==> src/rtl/clock_control_gen.sv <==
`timescale 1ns/1ps
`default_nettype none
// +----------------------------------------------------------------------------+
// | Module      : clock_control_gen                                            |
// | Description : Time-of-day keeper with runtime 12/24-hour display mode,     |
// |               in-place mode conversion and a per-field edit mode.          |
// |               Sits between the 1 s / fast-edit pulse generators and the    |
// |               seven-segment display driver.                                |
// | Ports       : i_clk, i_reset_n (async, active low)                         |
// |               i_pulse_n  - 1 s tick        i_pulse_f  - fast edit strobe   |
// |               i_edit_tgl - RUN/EDIT toggle i_sel      - 0 ss,1 mm,2 hh,3 pm|
// |               i_inc/i_dec - edit requests  i_mode_24  - 1 = 24-hour view   |
// |               o_hh/o_mm/o_ss - fields (BCD or binary), o_pm, o_editing,    |
// |               o_day_roll - 1-cycle midnight pulse                          |
// | Option      : `define CLOCK_CONTROL_ALARM_EN adds i_alarm_arm, i_alarm_clr,|
// |               i_alarm_hh, i_alarm_mm and o_alarm.                          |
// | Revision    : 1.0 - initial release                                        |
// +----------------------------------------------------------------------------+
module clock_control_gen #(
  parameter bit RESET_24 = 1'b0,  // mode register reset value (1 = 24-hour)
  parameter bit OUT_BCD  = 1'b1   // 1 = packed BCD fields, 0 = plain binary
) (
  input  logic       i_clk,
  input  logic       i_reset_n,
  input  logic       i_pulse_n,
  input  logic       i_pulse_f,
  input  logic       i_edit_tgl,
  input  logic [1:0] i_sel,
  input  logic       i_inc,
  input  logic       i_dec,
  input  logic       i_mode_24,
  output logic [7:0] o_hh,
  output logic [7:0] o_mm,
  output logic [7:0] o_ss,
  output logic       o_pm,
  output logic       o_editing,
`ifdef CLOCK_CONTROL_ALARM_EN
  input  logic       i_alarm_arm,
  input  logic       i_alarm_clr,
  input  logic [4:0] i_alarm_hh,
  input  logic [5:0] i_alarm_mm,
  output logic       o_alarm,
`endif
  output logic       o_day_roll
);

  typedef enum logic [0:0] {
    S_RUN  = 1'b0,
    S_EDIT = 1'b1
  } state_t;

  localparam logic [1:0] C_SEL_SS = 2'd0;
  localparam logic [1:0] C_SEL_MM = 2'd1;
  localparam logic [1:0] C_SEL_HH = 2'd2;

  // Field formatting: {tens,units} BCD or zero-extended binary.
  function automatic logic [7:0] fmt_field(input logic [6:0] v);
    logic [3:0] tens;
    logic [3:0] units;
    tens  = 4'(v / 7'd10);
    units = 4'(v % 7'd10);
    if (OUT_BCD) fmt_field = {tens, units};
    else         fmt_field = {1'b0, v};
  endfunction

  // Display hour from the 0..23 store; 12h shows 0 as 12 and 13..23 as 1..11.
  function automatic logic [6:0] disp_hour(input logic [4:0] h, input logic m24);
    if (m24)               disp_hour = {2'b00, h};
    else if (h == 5'd0)    disp_hour = 7'd12;
    else if (h > 5'd12)    disp_hour = {2'b00, h - 5'd12};
    else                   disp_hour = {2'b00, h};
  endfunction

  // Minute/second edit step, wrapping 59 <-> 0.
  function automatic logic [5:0] step60(input logic [5:0] v, input logic up);
    if (up) step60 = (v == 6'd59) ? 6'd0  : v + 6'd1;
    else    step60 = (v == 6'd0)  ? 6'd59 : v - 6'd1;
  endfunction

  // Hour edit step. In 12h the step stays inside the current AM/PM half:
  // offset 0 (shown as 12) -> 1 -> ... -> 11 -> 0.
  function automatic logic [4:0] step_hour(input logic [4:0] h, input logic up,
                                           input logic m24);
    logic [4:0] base;
    logic [4:0] off;
    base = (h >= 5'd12) ? 5'd12 : 5'd0;
    off  = h - base;
    if (m24) begin
      if (up) step_hour = (h == 5'd23) ? 5'd0  : h + 5'd1;
      else    step_hour = (h == 5'd0)  ? 5'd23 : h - 5'd1;
    end else begin
      if (up) off = (off == 5'd11) ? 5'd0  : off + 5'd1;
      else    off = (off == 5'd0)  ? 5'd11 : off - 5'd1;
      step_hour = base + off;
    end
  endfunction

  localparam logic [7:0] C_HH_RST = fmt_field(disp_hour(5'd0, RESET_24));

  // Registered state
  state_t     r_state;
  logic [4:0] r_h;
  logic [5:0] r_m;
  logic [5:0] r_s;
  logic       r_mode24;
  logic       r_hold;        // tick deferred by a mode-conversion cycle
  logic       r_req_vld;
  logic       r_req_up;
  logic [1:0] r_req_sel;
  logic [7:0] r_hh;
  logic [7:0] r_mm;
  logic [7:0] r_ss;
  logic       r_pm;
  logic       r_editing;
  logic       r_day_roll;

  // Next-state wires
  state_t     w_state_nx;
  logic [4:0] w_h_nx;
  logic [5:0] w_m_nx;
  logic [5:0] w_s_nx;
  logic       w_hold_nx;
  logic       w_req_vld_nx;
  logic       w_req_up_nx;
  logic [1:0] w_req_sel_nx;
  logic       w_roll_nx;
  logic       w_sec_wrap;    // a RUN tick carried ss 59 -> 0
  logic       w_mode_chg;
  logic       w_tick;

  assign w_mode_chg = (i_mode_24 != r_mode24);
  assign w_tick     = i_pulse_n | r_hold;

  // State register
  always_ff @(posedge i_clk or negedge i_reset_n) begin
    if (!i_reset_n) r_state <= S_RUN;
    else            r_state <= w_state_nx;
  end

  // Next-state and datapath
  always_comb begin
    w_state_nx   = r_state;
    w_h_nx       = r_h;
    w_m_nx       = r_m;
    w_s_nx       = r_s;
    w_hold_nx    = 1'b0;
    w_req_vld_nx = r_req_vld;
    w_req_up_nx  = r_req_up;
    w_req_sel_nx = r_req_sel;
    w_roll_nx    = 1'b0;
    w_sec_wrap   = 1'b0;

    if (r_state == S_RUN) begin
      if (w_mode_chg) begin
        // Conversion cycle: defer any tick by one cycle so none is lost.
        w_hold_nx = w_tick;
      end else if (w_tick) begin
        // A held tick and a fresh one together: apply one, hold the other.
        w_hold_nx = r_hold & i_pulse_n;
        if (r_s == 6'd59) begin
          w_s_nx     = 6'd0;
          w_sec_wrap = 1'b1;
          if (r_m == 6'd59) begin
            w_m_nx = 6'd0;
            if (r_h == 5'd23) begin
              w_h_nx    = 5'd0;
              w_roll_nx = 1'b1;
            end else begin
              w_h_nx = r_h + 5'd1;
            end
          end else begin
            w_m_nx = r_m + 6'd1;
          end
        end else begin
          w_s_nx = r_s + 6'd1;
        end
      end
    end else begin
      if (r_req_vld) begin
        if (i_pulse_f) begin
          w_req_vld_nx = 1'b0;
          case (r_req_sel)
            C_SEL_SS: w_s_nx = step60(r_s, r_req_up);
            C_SEL_MM: w_m_nx = step60(r_m, r_req_up);
            C_SEL_HH: w_h_nx = step_hour(r_h, r_req_up, r_mode24);
            default:  w_h_nx = (r_h >= 5'd12) ? r_h - 5'd12 : r_h + 5'd12;
          endcase
        end
      end else if (i_inc ^ i_dec) begin
        w_req_vld_nx = 1'b1;
        w_req_up_nx  = i_inc;
        w_req_sel_nx = i_sel;
      end
    end

    // Toggle is evaluated after any strobe application above.
    if (i_edit_tgl) begin
      if (r_state == S_RUN) begin
        w_state_nx = S_EDIT;
      end else begin
        w_state_nx   = S_RUN;
        w_req_vld_nx = 1'b0;
        w_s_nx       = 6'd0;
      end
    end
  end

  always_ff @(posedge i_clk or negedge i_reset_n) begin
    if (!i_reset_n) begin
      r_h        <= 5'd0;
      r_m        <= 6'd0;
      r_s        <= 6'd0;
      r_mode24   <= RESET_24;
      r_hold     <= 1'b0;
      r_req_vld  <= 1'b0;
      r_req_up   <= 1'b0;
      r_req_sel  <= 2'd0;
      r_hh       <= C_HH_RST;
      r_mm       <= 8'd0;
      r_ss       <= 8'd0;
      r_pm       <= 1'b0;
      r_editing  <= 1'b0;
      r_day_roll <= 1'b0;
    end else begin
      r_h        <= w_h_nx;
      r_m        <= w_m_nx;
      r_s        <= w_s_nx;
      r_mode24   <= i_mode_24;
      r_hold     <= w_hold_nx;
      r_req_vld  <= w_req_vld_nx;
      r_req_up   <= w_req_up_nx;
      r_req_sel  <= w_req_sel_nx;
      // Display uses the mode value being registered this edge, so the
      // conversion shows one cycle after the i_mode_24 edge.
      r_hh       <= fmt_field(disp_hour(w_h_nx, i_mode_24));
      r_mm       <= fmt_field({1'b0, w_m_nx});
      r_ss       <= fmt_field({1'b0, w_s_nx});
      r_pm       <= (w_h_nx >= 5'd12);
      r_editing  <= (w_state_nx == S_EDIT);
      r_day_roll <= w_roll_nx;
    end
  end

  assign o_hh       = r_hh;
  assign o_mm       = r_mm;
  assign o_ss       = r_ss;
  assign o_pm       = r_pm;
  assign o_editing  = r_editing;
  assign o_day_roll = r_day_roll;

`ifdef CLOCK_CONTROL_ALARM_EN
  logic r_alarm;
  logic w_alarm_nx;

  // Only a RUN tick landing on hh:mm:00 can fire; clear wins over set.
  always_comb begin
    w_alarm_nx = r_alarm;
    if (w_sec_wrap && i_alarm_arm &&
        (w_h_nx == i_alarm_hh) && (w_m_nx == i_alarm_mm))
      w_alarm_nx = 1'b1;
    if (i_alarm_clr || !i_alarm_arm)
      w_alarm_nx = 1'b0;
  end

  always_ff @(posedge i_clk or negedge i_reset_n) begin
    if (!i_reset_n) r_alarm <= 1'b0;
    else            r_alarm <= w_alarm_nx;
  end

  assign o_alarm = r_alarm;
`endif

endmodule
`default_nettype wire

==> config.mk <==
export PLATFORM = sky130hd
export DESIGN_NAME = clock_control_gen
export DESIGN_NICKNAME = d
export VERILOG_FILES = /design/src/rtl/clock_control_gen.sv
export SDC_FILE = /design/constraint.sdc
export NUM_CORES = 1
export LEC_CHECK = 0
export BUFFER_PORTS_ARGS = -buffer_cell sky130_fd_sc_hd__buf_2
export CAP_MARGIN = 20
export CELL_PAD_IN_SITES_DETAIL_PLACEMENT = 1
export CELL_PAD_IN_SITES_GLOBAL_PLACEMENT = 2
export CORE_UTILIZATION = 38
export DETAILED_ROUTE_END_ITERATION = 12
export GPL_TIMING_DRIVEN = 0
export PLACE_DENSITY_LB_ADDON = 0.1
export SYNTH_ARGS = -nofsm -noshare
export SYNTH_HDL_FRONTEND = slang
export SYNTH_SLANG_ARGS = --single-unit
==> constraint.sdc <==
create_clock -name i_clk -period 8.4 [get_ports i_clk]
set_input_delay 1.68 -clock i_clk [delete_from_list [all_inputs] [get_ports i_clk]]
set_output_delay 1.68 -clock i_clk [all_outputs]
set_load 0.005 [all_outputs]
==> metrics.md, run 1 <==
| Metric | Value |
|---|---|
| Synth Instances | `573` |
| Fillers | `around 1500` |
| Sequential-to-total area share from yosys stat | `23.2%` |
| Hold Crit Start | `r_hold` |
| Grt ovf | `0` |
| Pint | `about 0.0011 W` |
| Vias | `4602` |
| Clk pwr share | `9.6%` |
| Async SR Flop Fraction | `100%` |
| Vias per Instance | `slightly below 6` |
| Initial antenna violation count | `0` |
| Hold crit path type | `reg -> reg` |
| Clock transition at path regs | `~70 ps` |
| Clk root buf | `clkbuf_16` |
| N_diodes | `0` |
| Number of CTS-inserted buffers | `5` |
| Yosys warnings | `0` |
| Worst path bufs/invs | `8` |
| Initial core utilization | `about two fifths` |
| Top_reg_cell synth | `dfrtp_1` |
| Crit-path slowest cell | `dfrtp_1` |
| Sequential power share | `approximately 16%` |
| Hold Vio Cnt, Final | `0` |
| Fin crit period | `between 7000 and 8000 ps` |
| Top cells by area, synth | `dfrtp_1 (22%), ha_1 (6.1%), a21oi_1 (4.3%), o21ai_0 (3.9%), nand2_1 (2.9%)` |
| Fmax | `roughly 130 MHz` |
| Clk buf depth | `2` |
| Status | `completed` |
| Share of cells above drive strength 1 | `17.7%` |
| Yosys reg bits | `44` |
| Number of synthesized flops with an enable pin | `0` |
| Worst Path Max Fanout | `9` |
| Die height | `about 110 um` |
| 1st-pass router iterations | `5` |
| List of most frequent post-synthesis cells | `dfrtp_1 (42), a21oi_1 (41), nand2_1 (37), o21ai_0 (37), inv_1 (36)` |
| Distinct cells, synth | `103` |
| Final Skew | `8.23 ps` |
| Largest delay share family, worst path | `compound AO/OA/AOI/OAI gates` |
| Final worst setup slack | `approximately 620 ps` |
| Pwr/cell area | `411 nW/um2` |
| Gr usage total | `between 20% and 30%` |
| Antenna Nets Post-Route | `0` |
| CTS H-tree lvls | `2` |
| Leak | `2.24 nW` |
| Detailed placer's ending HPWL | `11.1 mm` |
| Port Buffer Count | `32` |
| Worst Max-Slew Pin Slew | `753 ps` |
| Place WS | `316 ps` |
| Crit start category | `flip-flop` |
| Rel. slew slack | `about half` |
| Synthesized cell area | `~4800 um2` |
| Sw Share | `51.9%` |
| Logic pwr share | `74.2%` |
| Worst setup path start | `r_h[0]` |
| Routed WL | `14.8 mm` |
| Worst EP arrival | `8000 ps` |
| Post-Syn Area per Cell | `8.30 um2` |
| Skew-Pair Late Insertion Delay | `300 ps` |
| DRC violations left | `0` |
| Final worst-path cycle share | `92.6%` |
| Max incr delay on CP | `between 500 and 600 ps` |
| Wire length per cell | `18.9 um` |
| CTS tree | `built` |
| Worst r2r src | `r_h[0]` |
| NetSw | `0.00114 W` |
| Layout area overhead | `12.4%` |
| Row cnt | `40` |
| CORE AREA | `12100 um2` |
| Slew Viols, Final | `0` |
| Hold buffers post-CTS | `0` |
| Critical path type | `reg -> reg` |
| Starting DRC count in detailed routing | `between 150 and 200` |
| Full die area | `13000 um2` |
| Setup bufs post-CTS | `0` |
| Most common cell in the netlist | `dfrtp_1` |
| Largest net degree at the start of global routing | `45` |
| First-pass GRT wire length | `24.6 mm` |
| CTS Sinks | `44` |
| Chip width | `114 um` |
| Area share of the largest cell type after synthesis | `22.1%` |
| WP data required | `8620 ps` |
| Top cell by count, worst path | `inv_1` |
| Post-layout util | `44.1%` |
| Total negative slack | `0 ps` |
| Peak supply drop | `0.000254 V` |
| Number of global-route vias before repair | `4672` |
| Final setup vio count | `0` |
| RSZ-0062 raised after global routing | `false` |
| Max Cap Viol | `0` |
| CTS-repair resized insts | `0` |
| Layout net count | `~650` |
| GPL Wtd Cong | `just under 0.9` |
| CP Capture Type | `flip-flop` |
| IO Count | `37` |
| Yosys top cell by area | `dfrtp_1` |
[metal layers]
| metal | wire (um) | vias to the layer above | GRT usage (%) |
|---|---|---|---|
| met5 | 0 | - | 0 |
| met2 | 7150 | 74 | 40.9 |
| met4 | 157 | 0 | 5.71 |
| li1 | - | 2229 | - |
| met1 | 7020 | 2288 | 32.7 |
| met3 | 503 | 11 | 3.83 |
[cell families after synthesis]
group	after synthesis	share of synthesized area, %
AO/OA/AOI/OAI	199	31.0
XOR/XNOR	17	4.08
adder cells (fa/ha/maj)	25	6.89
buffers and inverters	84	8.16
flip-flops	44	23.2
multiplexers	9	2.05
other	1	0.0789
AND/OR/NAND/NOR	194	24.5
[placed cells by master (no fill, tap or decap), types with 5 or more instances in the layout]
cell type	count
a211oi_1	12
a21o_1	7
a21oi_1	41
a221o_1	6
a31oi_1	7
and2_1	10
and3_1	9
buf_2	48
buf_4	10
clkbuf_1	15
clkbuf_16	5
dfrtp_1	42
ha_1	23
inv_1	36
mux2i_1	5
nand2_1	37
nand2b_1	9
nand3_1	13
nand3b_1	5
nand4_1	6
nand4b_1	5
nor2_1	30
nor2b_1	8
nor3_1	17
nor4_1	5
o211ai_1	12
o21ai_0	37
o31ai_1	6
xnor2_1	7
xor2_1	6
[worst paths after layout]
| path | cells after the start | end | slack [ps] |
|---|---|---|---|
| max in group asynchronous | 2 | o_hh[4] | 6500 |
| hold / removal | 2 | r_hold | 570 |
| setup / recovery | 34 | o_hh[1] | 620 |
| setup reg to reg | 34 | o_hh[1] | 620 |
| hold reg to reg | 2 | r_hold | 570 |
| min in group asynchronous | 1 | o_pm | 1310 |
[registers in the layout (all words and copies together), names as in the netlist, named ones only]
register / cells
r_m: 5
o_pm: 1
r_h: 5
o_editing: 1
r_s: 5
o_hh: 6
r_req_sel: 2
o_mm: 7
r_mode24: 1
o_ss: 7
o_day_roll: 1
r_req_up: 1
r_hold: 1
[final cells by class]
type | instances | area [um2] | area share, %
inverters | 40 | 150 | 2.81
clock buffers | 7 | 143 | 2.67
multi-input cells | 448 | 3310 | 62.0
plain buffers | 44 | 238 | 4.45
well taps | 168 | 210 | 3.93
clock inverters | 1 | 7.51 | 0.141
flip-flops and latches | 44 | 1100 | 20.7
repair buffers | 33 | 180 | 3.37
[power groups by stage]
stage               Combinational, W  Clock, W  Sequential (W)
finish                       0.00163  0.000211        0.000356
global route                 0.00182  0.000225        0.000365
CTS                          0.00161  0.000221        0.000356
detailed placement           0.00160         0        0.000358
global placement             0.00156         0        0.000354
floorplan                    0.00120         0        0.000345
[worst register-to-register path, delay by kind of cell (launching register included)]
family / cells / cell delay, ps
AO/OA/AOI/OAI: 12 / 2530
adder cells (fa/ha/maj): 8 / 2280
AND/OR/NAND/NOR: 4 / 960
buffers and inverters: 8 / 820
XOR/XNOR: 2 / 560
flip-flops: 1 / 540
[per-stage QoR]
step | instance area (um2) | total power (W) | cells | hold slack (ps)
6_report | 5340 | 0.00219 | 785 | 570
5_1_grt | 5340 | 0.00241 | 785 | 600
4_1_cts | 5290 | 0.00219 | 784 | 571
3_5_place_dp | 5140 | 0.00196 | 776 | 562
3_3_place_gp | 5140 | 0.00191 | 776 | 527
2_1_floorplan | 4770 | 0.00155 | 576 | 514
Power figures use the tool's default switching activity.
==> run 2: changes to the inputs <==
- CTS_BUF_LIST: not set -> sky130_fd_sc_hd__clkbuf_4
- SETUP_SLACK_MARGIN: not set -> 0.15
==> metrics.md, run 2 (synthesis gave the netlist of run 1 again) <==
| Metric | Value |
|---|---|
| Hold Crit Start | `r_hold (unchanged)` |
| Commonest non-fill, non-tap cell in the layout | `buf_2 (unchanged)` |
| Fmax | `130 MHz (was 129 MHz)` |
| Fin crit period | `7710 ps (was 7780 ps)` |
| Crit start category | `flip-flop (unchanged)` |
| Peak supply drop | `0.000193 V (was 0.000254 V)` |
| Total design power | `0.00212 W (was 0.00219 W)` |
| CP Capture Type | `flip-flop (unchanged)` |
| Initial antenna violation count | `1 (was 0)` |
| Number of CTS-inserted buffers | `5 (unchanged)` |
| Pwr/cell area | `402 nW/um2 (was 411 nW/um2)` |
| Antenna Nets Post-Route | `0 (unchanged)` |
| 1st-pass router iterations | `5 (unchanged)` |
| Slew Viols, Final | `0 (unchanged)` |
| Skew-Pair Late Insertion Delay | `410 ps (was 300 ps)` |
| Crit-path slowest cell | `or4_1 (was dfrtp_1)` |
| Worst Path Max Fanout | `9 (unchanged)` |
| Hold Vio Cnt, Final | `0 (unchanged)` |
| Reg2Reg Setup Slack | `690 ps (was 620 ps)` |
| Layout area overhead | `10.9% (was 12.4%)` |
| Wire length per cell | `19.0 um (was 18.9 um)` |
| Fillers | `1509 (was 1497)` |
| Gr usage total | `24.1% (was 24.3%)` |
| Status | `completed (unchanged)` |
| Max incr delay on CP | `530 ps (was 540 ps)` |
| Total negative slack | `0 ps (unchanged)` |
| Max Cap Viol | `0 (unchanged)` |
| Clk buf depth | `2 (unchanged)` |
| Die height | `114 um (unchanged)` |
| Final worst-path cycle share | `91.8% (was 92.6%)` |
| Reg2reg path depth | `34 (unchanged)` |
| Fin cells | `789 (was 785)` |
| Clock transition at path regs | `150 ps (was 70 ps)` |
| Leak | `2.21 nW (was 2.24 nW)` |
| IO Count | `37 (unchanged)` |
| CTS H-tree lvls | `2 (unchanged)` |
| Worst Max-Slew Pin Slew | `735 ps (was 753 ps)` |
| WP data required | `8720 ps (was 8620 ps)` |
| Layout net count | `654 (was 651)` |
| Full die area | `13000 um2 (unchanged)` |
| Initial core utilization | `39.3% (unchanged)` |
| Routed WL | `15.0 mm (was 14.8 mm)` |
| Worst reg2reg path endpoint | `o_hh[1] (unchanged)` |
| Most frequent cells in the layout | `buf_2 (48), a21oi_1 (41), dfrtp_1 (41) (was buf_2 (48), dfrtp_1 (42), a21oi_1 (41))` |
| Number of global-route vias before repair | `4665 (was 4672)` |
| Share of cells above drive strength 1 | `18.2% (was 17.7%)` |
| Grt ovf | `0 (unchanged)` |
| Port Buffer Count | `32 (unchanged)` |
| CTS tree | `built (unchanged)` |
| Critical path type | `reg -> reg (unchanged)` |
| DRC violations left | `0 (unchanged)` |
| Chip width | `114 um (unchanged)` |
| Area of placed instances | `5140 um2 (unchanged)` |
| Final setup vio count | `0 (unchanged)` |
| CORE AREA | `12100 um2 (unchanged)` |
| Top cell by count, worst path | `inv_1 (unchanged)` |
| Hold Path Stages | `2 (unchanged)` |
| RSZ-0062 raised after global routing | `false (unchanged)` |
| Final Skew | `32.8 ps (was 8.23 ps)` |
| Rel. slew slack | `51.0% (was 49.8%)` |
| Worst r2r src | `r_h[0] (unchanged)` |
| DP Cell Count | `776 (unchanged)` |
| Worst EP arrival | `8030 ps (was 8000 ps)` |
| Starting DRC count in detailed routing | `191 (was 192)` |
| Row cnt | `40 (unchanged)` |
| Clk root buf | `clkbuf_4 (was clkbuf_16)` |
| Largest net degree at the start of global routing | `45 (unchanged)` |
| Detailed placer's ending HPWL | `11.1 mm (unchanged)` |
| Vias per Instance | `5.84 (was 5.86)` |
| First-pass GRT wire length | `24.5 mm (was 24.6 mm)` |
| Final instance area | `5280 um2 (was 5340 um2)` |
| Hold crit path type | `reg -> reg (unchanged)` |
| GPL Wtd Cong | `0.894 (unchanged)` |
| WHS Endpoint | `r_hold (unchanged)` |
| Vias | `4609 (was 4602)` |
| CTS Sinks | `44 (unchanged)` |
## run 2: changes by cell type in the layout (fill, tap and decap cells not counted)
cell and delta:
clkbuf_4 +6, clkbuf_16 -5, buf_4 +3, clkbuf_1 -1, clkbuf_8 -1, clkinv_1 +1, dfrtp_1 -1, dfrtp_2 +1
diode_2 +1
## run 2: layout make-up
class	instances	area (um2)	area share, %
flip-flops and latches	44	1100	20.9
diodes	1	2.50	0.0474
clock buffers	6	45.0	0.854
multi-input cells	448	3310	62.8
inverters	40	150	2.85
well taps	168	210	3.98
plain buffers	44	238	4.51
repair buffers	36	203	3.84
clock inverters	2	11.3	0.213
## run 2: timing repair
action | CTS | global route
hold buffers | 0 | 0
resized for setup | 0 | 5
buffers inserted | 0 | 3
endpoints found under the setup margin | 0 | 4
## run 2: worst max path at each step
stage | from | end | slack (ps) | cells past startpoint
2_1_floorplan | r_h[0] | o_hh[1] | 1580 | 34
3_3_place_gp | r_h[0] | o_hh[2] | 440 | 34
3_5_place_dp | r_h[0] | o_hh[2] | 320 | 34
4_1_cts | r_h[0] | o_hh[2] | 200 | 34
5_1_grt | r_h[0] | o_hh[2] | 80 | 35
6_report | r_h[0] | o_hh[1] | 690 | 34
## run 2: worst max-delay path: cells and delay by family, from the launching register on
kind	cells	cell delay (ps)
DFF	1	490
and+or+nand+nor	4	960
adders and majority gates	8	2270
buffers and inverters	8	780
AOI/OAI and AO/OA	12	2540
xor gates and xnor gates	2	560
## run 2: power by group
group | switching [W] | leakage [nW] | internal [W] | total [W]
Combinational | 0.000997 | 1.65 | 0.000648 | 0.00165
Clock | 0.0000824 | 0.0293 | 0.0000352 | 0.000118
Sequential | 0.0000575 | 0.529 | 0.000298 | 0.000355
## run 2: routing by layer
metal / GRT usage [%] / routed length (um)
met1: 32.5 / 7230
met5: 0 / 0
met2: 40.2 / 7180
met4: 5.63 / 165
met3: 3.83 / 422
## run 2: per-stage QoR
step / worst slack (ps) / hold WS [ps] / util, %
3_5_place_dp: 316 / 562 / 42.4
5_1_grt: 81.3 / 610 / 43.6
4_1_cts: 197 / 580 / 42.9
3_3_place_gp: 439 / 527 / 42.4
2_1_floorplan: 1580 / 514 / -
6_report: 693 / 580 / 43.6
==> run 3: changes to the inputs <==
- CORE_UTILIZATION: 38 -> 35
- clock period: 8.4 -> 6.34 ns (I/O delays scaled with it)
==> metrics.md, run 3 (synthesis gave the netlist of run 1 again) <==
| Metric | Value |
|---|---|
| Status | `completed (unchanged)` |
| Clk root buf | `clkbuf_4 (unchanged)` |
| Vias | `4786 (was 4609)` |
| First-pass GRT wire length | `26.4 mm (was 24.5 mm)` |
| Number of global-route vias before repair | `4960 (was 4665)` |
| Port Buffer Count | `32 (unchanged)` |
| Detailed placer's ending HPWL | `11.4 mm (was 11.1 mm)` |
| Layout net count | `687 (was 654)` |
| Sequential power share | `13.7% (was 16.8%)` |
| Clk pwr share | `5.0% (was 5.5%)` |
| Initial antenna violation count | `0 (was 1)` |
| Initial core utilization | `35.9% (was 39.3%)` |
| Hold Path Stages | `2 (unchanged)` |
| Clk buf depth | `2 (unchanged)` |
| Rel. slew slack | `55.5% (was 51.0%)` |
| CTS tree | `built (unchanged)` |
| Gr usage total | `23.7% (was 24.1%)` |
| 1st-pass router iterations | `4 (was 5)` |
| Worst EP arrival | `6640 ps (was 8030 ps)` |
| Antenna Nets Post-Route | `0 (unchanged)` |
| Pint | `0.00164 W (was 0.000981 W)` |
| Wire length per cell | `19.4 um (was 19.0 um)` |
| CTS Sinks | `44 (unchanged)` |
| Chip width | `119 um (was 114 um)` |
| RSZ-0062 raised after global routing | `true (was false)` |
| Hold_ws | `574 ps (was 580 ps)` |
| Max incr delay on CP | `540 ps (was 530 ps)` |
| Full die area | `14100 um2 (was 13000 um2)` |
| Vias per Instance | `5.77 (was 5.84)` |
| Final setup vio count | `0 (unchanged)` |
| Sw Share | `51.2% (was 53.7%)` |
| Number of CTS-inserted buffers | `5 (unchanged)` |
| Worst Path Max Fanout | `6 (was 9)` |
| Fmax | `159 MHz (was 130 MHz)` |
| Crit start category | `flip-flop (unchanged)` |
| Reg2Reg Setup Slack | `50 ps (was 690 ps)` |
| GPL Wtd Cong | `0.857 (was 0.894)` |
| Final Skew | `14.7 ps (was 32.8 ps)` |
| Peak supply drop | `0.000318 V (was 0.000193 V)` |
| Final worst-path cycle share | `99.2% (was 91.8%)` |
| Skew-Pair Late Insertion Delay | `420 ps (was 410 ps)` |
| Logic pwr share | `81.3% (was 77.7%)` |
| Leak | `2.41 nW (was 2.21 nW)` |
| Reg2reg path depth | `35 (was 34)` |
| DRC violations left | `0 (unchanged)` |
| N_diodes | `0 (was 1)` |
| Max Cap Viol | `0 (unchanged)` |
| CORE AREA | `13200 um2 (was 12100 um2)` |
| Fillers | `1610 (was 1509)` |
| Layout area overhead | `22.5% (was 10.9%)` |
| Hold crit path type | `reg -> reg (unchanged)` |
| Area of placed instances | `5230 um2 (was 5140 um2)` |
| Fin crit period | `6290 ps (was 7710 ps)` |
| Starting DRC count in detailed routing | `326 (was 191)` |
| Most frequent cells in the layout | `buf_2 (48), buf_4 (40), a21oi_1 (39) (was buf_2 (48), a21oi_1 (41), dfrtp_1 (41))` |
| CP Capture Type | `flip-flop (unchanged)` |
| Final instance area | `5820 um2 (was 5280 um2)` |
| Grt ovf | `0 (unchanged)` |
| Slew Viols, Final | `0 (unchanged)` |
| Crit-path slowest cell | `fa_1 (was or4_1)` |
| CTS H-tree lvls | `2 (unchanged)` |
| IO Count | `37 (unchanged)` |
| Row cnt | `42 (was 40)` |
| NetSw | `0.00172 W (was 0.00114 W)` |
| Die height | `119 um (was 114 um)` |
| Clock transition at path regs | `160 ps (was 150 ps)` |
| Share of cells above drive strength 1 | `29.2% (was 18.2%)` |
| Worst Max-Slew Pin Slew | `667 ps (was 735 ps)` |
| Routed WL | `16.1 mm (was 15.0 mm)` |
| Hold Vio Cnt, Final | `0 (unchanged)` |
| Pwr/cell area | `577 nW/um2 (was 402 nW/um2)` |
| Critical path type | `reg -> reg (unchanged)` |
| Commonest non-fill, non-tap cell in the layout | `buf_2 (unchanged)` |
| WP data required | `6700 ps (was 8720 ps)` |
| Largest net degree at the start of global routing | `45 (unchanged)` |
| Top cell by count, worst path | `inv_2 (was inv_1)` |
run 3: layer usage:
metal	share of wire [%]	up-vias	track usage (%)
li1	-	2296	-
met1	47	2409	32.2
met2	49	66	39.0
met3	3.2	15	3.23
met4	1.4	0	6.57
met5	0	-	0
run 3: final cells by class:
type | instances | area [um2] | share of cell area (%)
Inverter | 40 | 158 | 2.71
Sequential cell | 44 | 1110 | 19.1
Buffer | 44 | 248 | 4.25
Clock inverter | 1 | 8.76 | 0.150
Clock buffer | 7 | 52.6 | 0.902
Multi-Input combinational cell | 448 | 3550 | 61.0
Timing Repair Buffer | 69 | 473 | 8.12
Tap cell | 176 | 220 | 3.78
run 3: power groups by stage:
stage	sequential [W]	clock, W	combinational (W)
final	0.000461	0.000168	0.00273
after detailed placement	0.000481	0	0.00220
after global routing	0.000475	0.000184	0.00300
after CTS	0.000462	0.000179	0.00251
after floorplan	0.000462	0	0.00165
after global placement	0.000477	0	0.00215
run 3: path summary, 6_finish.rpt:
check / from / to
max: r_h[2] / o_hh[1]
min: r_hold / r_hold
max reg2reg: r_h[2] / o_hh[1]
min reg2reg: r_hold / r_hold
max in group asynchronous: i_reset_n / o_hh[1]
min in group asynchronous: i_reset_n / asynchronous set/reset pin
run 3: repair_timing:
action,4_1_cts,5_1_grt
pin swaps,19,29
hold buffers,0,0
setup endpoints to repair,4,4
gates resized for setup,28,27
setup buffers,26,10
cloned,0,0
run 3: worst max-delay path, delay by kind of cell, from the launching register on:
kind                     cells  cell delay [ps]
AO/OA/AOI/OAI               12             2080
AND/OR/NAND/NOR              4              740
flip-flops                   1              470
XOR/XNOR                     2              430
adder cells (fa/ha/maj)      7             1740
buffers and inverters       10              790
run 3: stage by stage:
stage	setup TNS, ps	total power [W]	std cells	setup WS [ps]	utilization, %
after CTS	0	0.00315	818	153	42.5
after global placement	-2280	0.00263	784	-663	39.5
final	0	0.00336	829	52.5	44.0
after floorplan	0	0.00211	576	189	-
after detailed placement	-2190	0.00268	784	-632	39.5
after global routing	-631	0.00366	829	-211	44.0
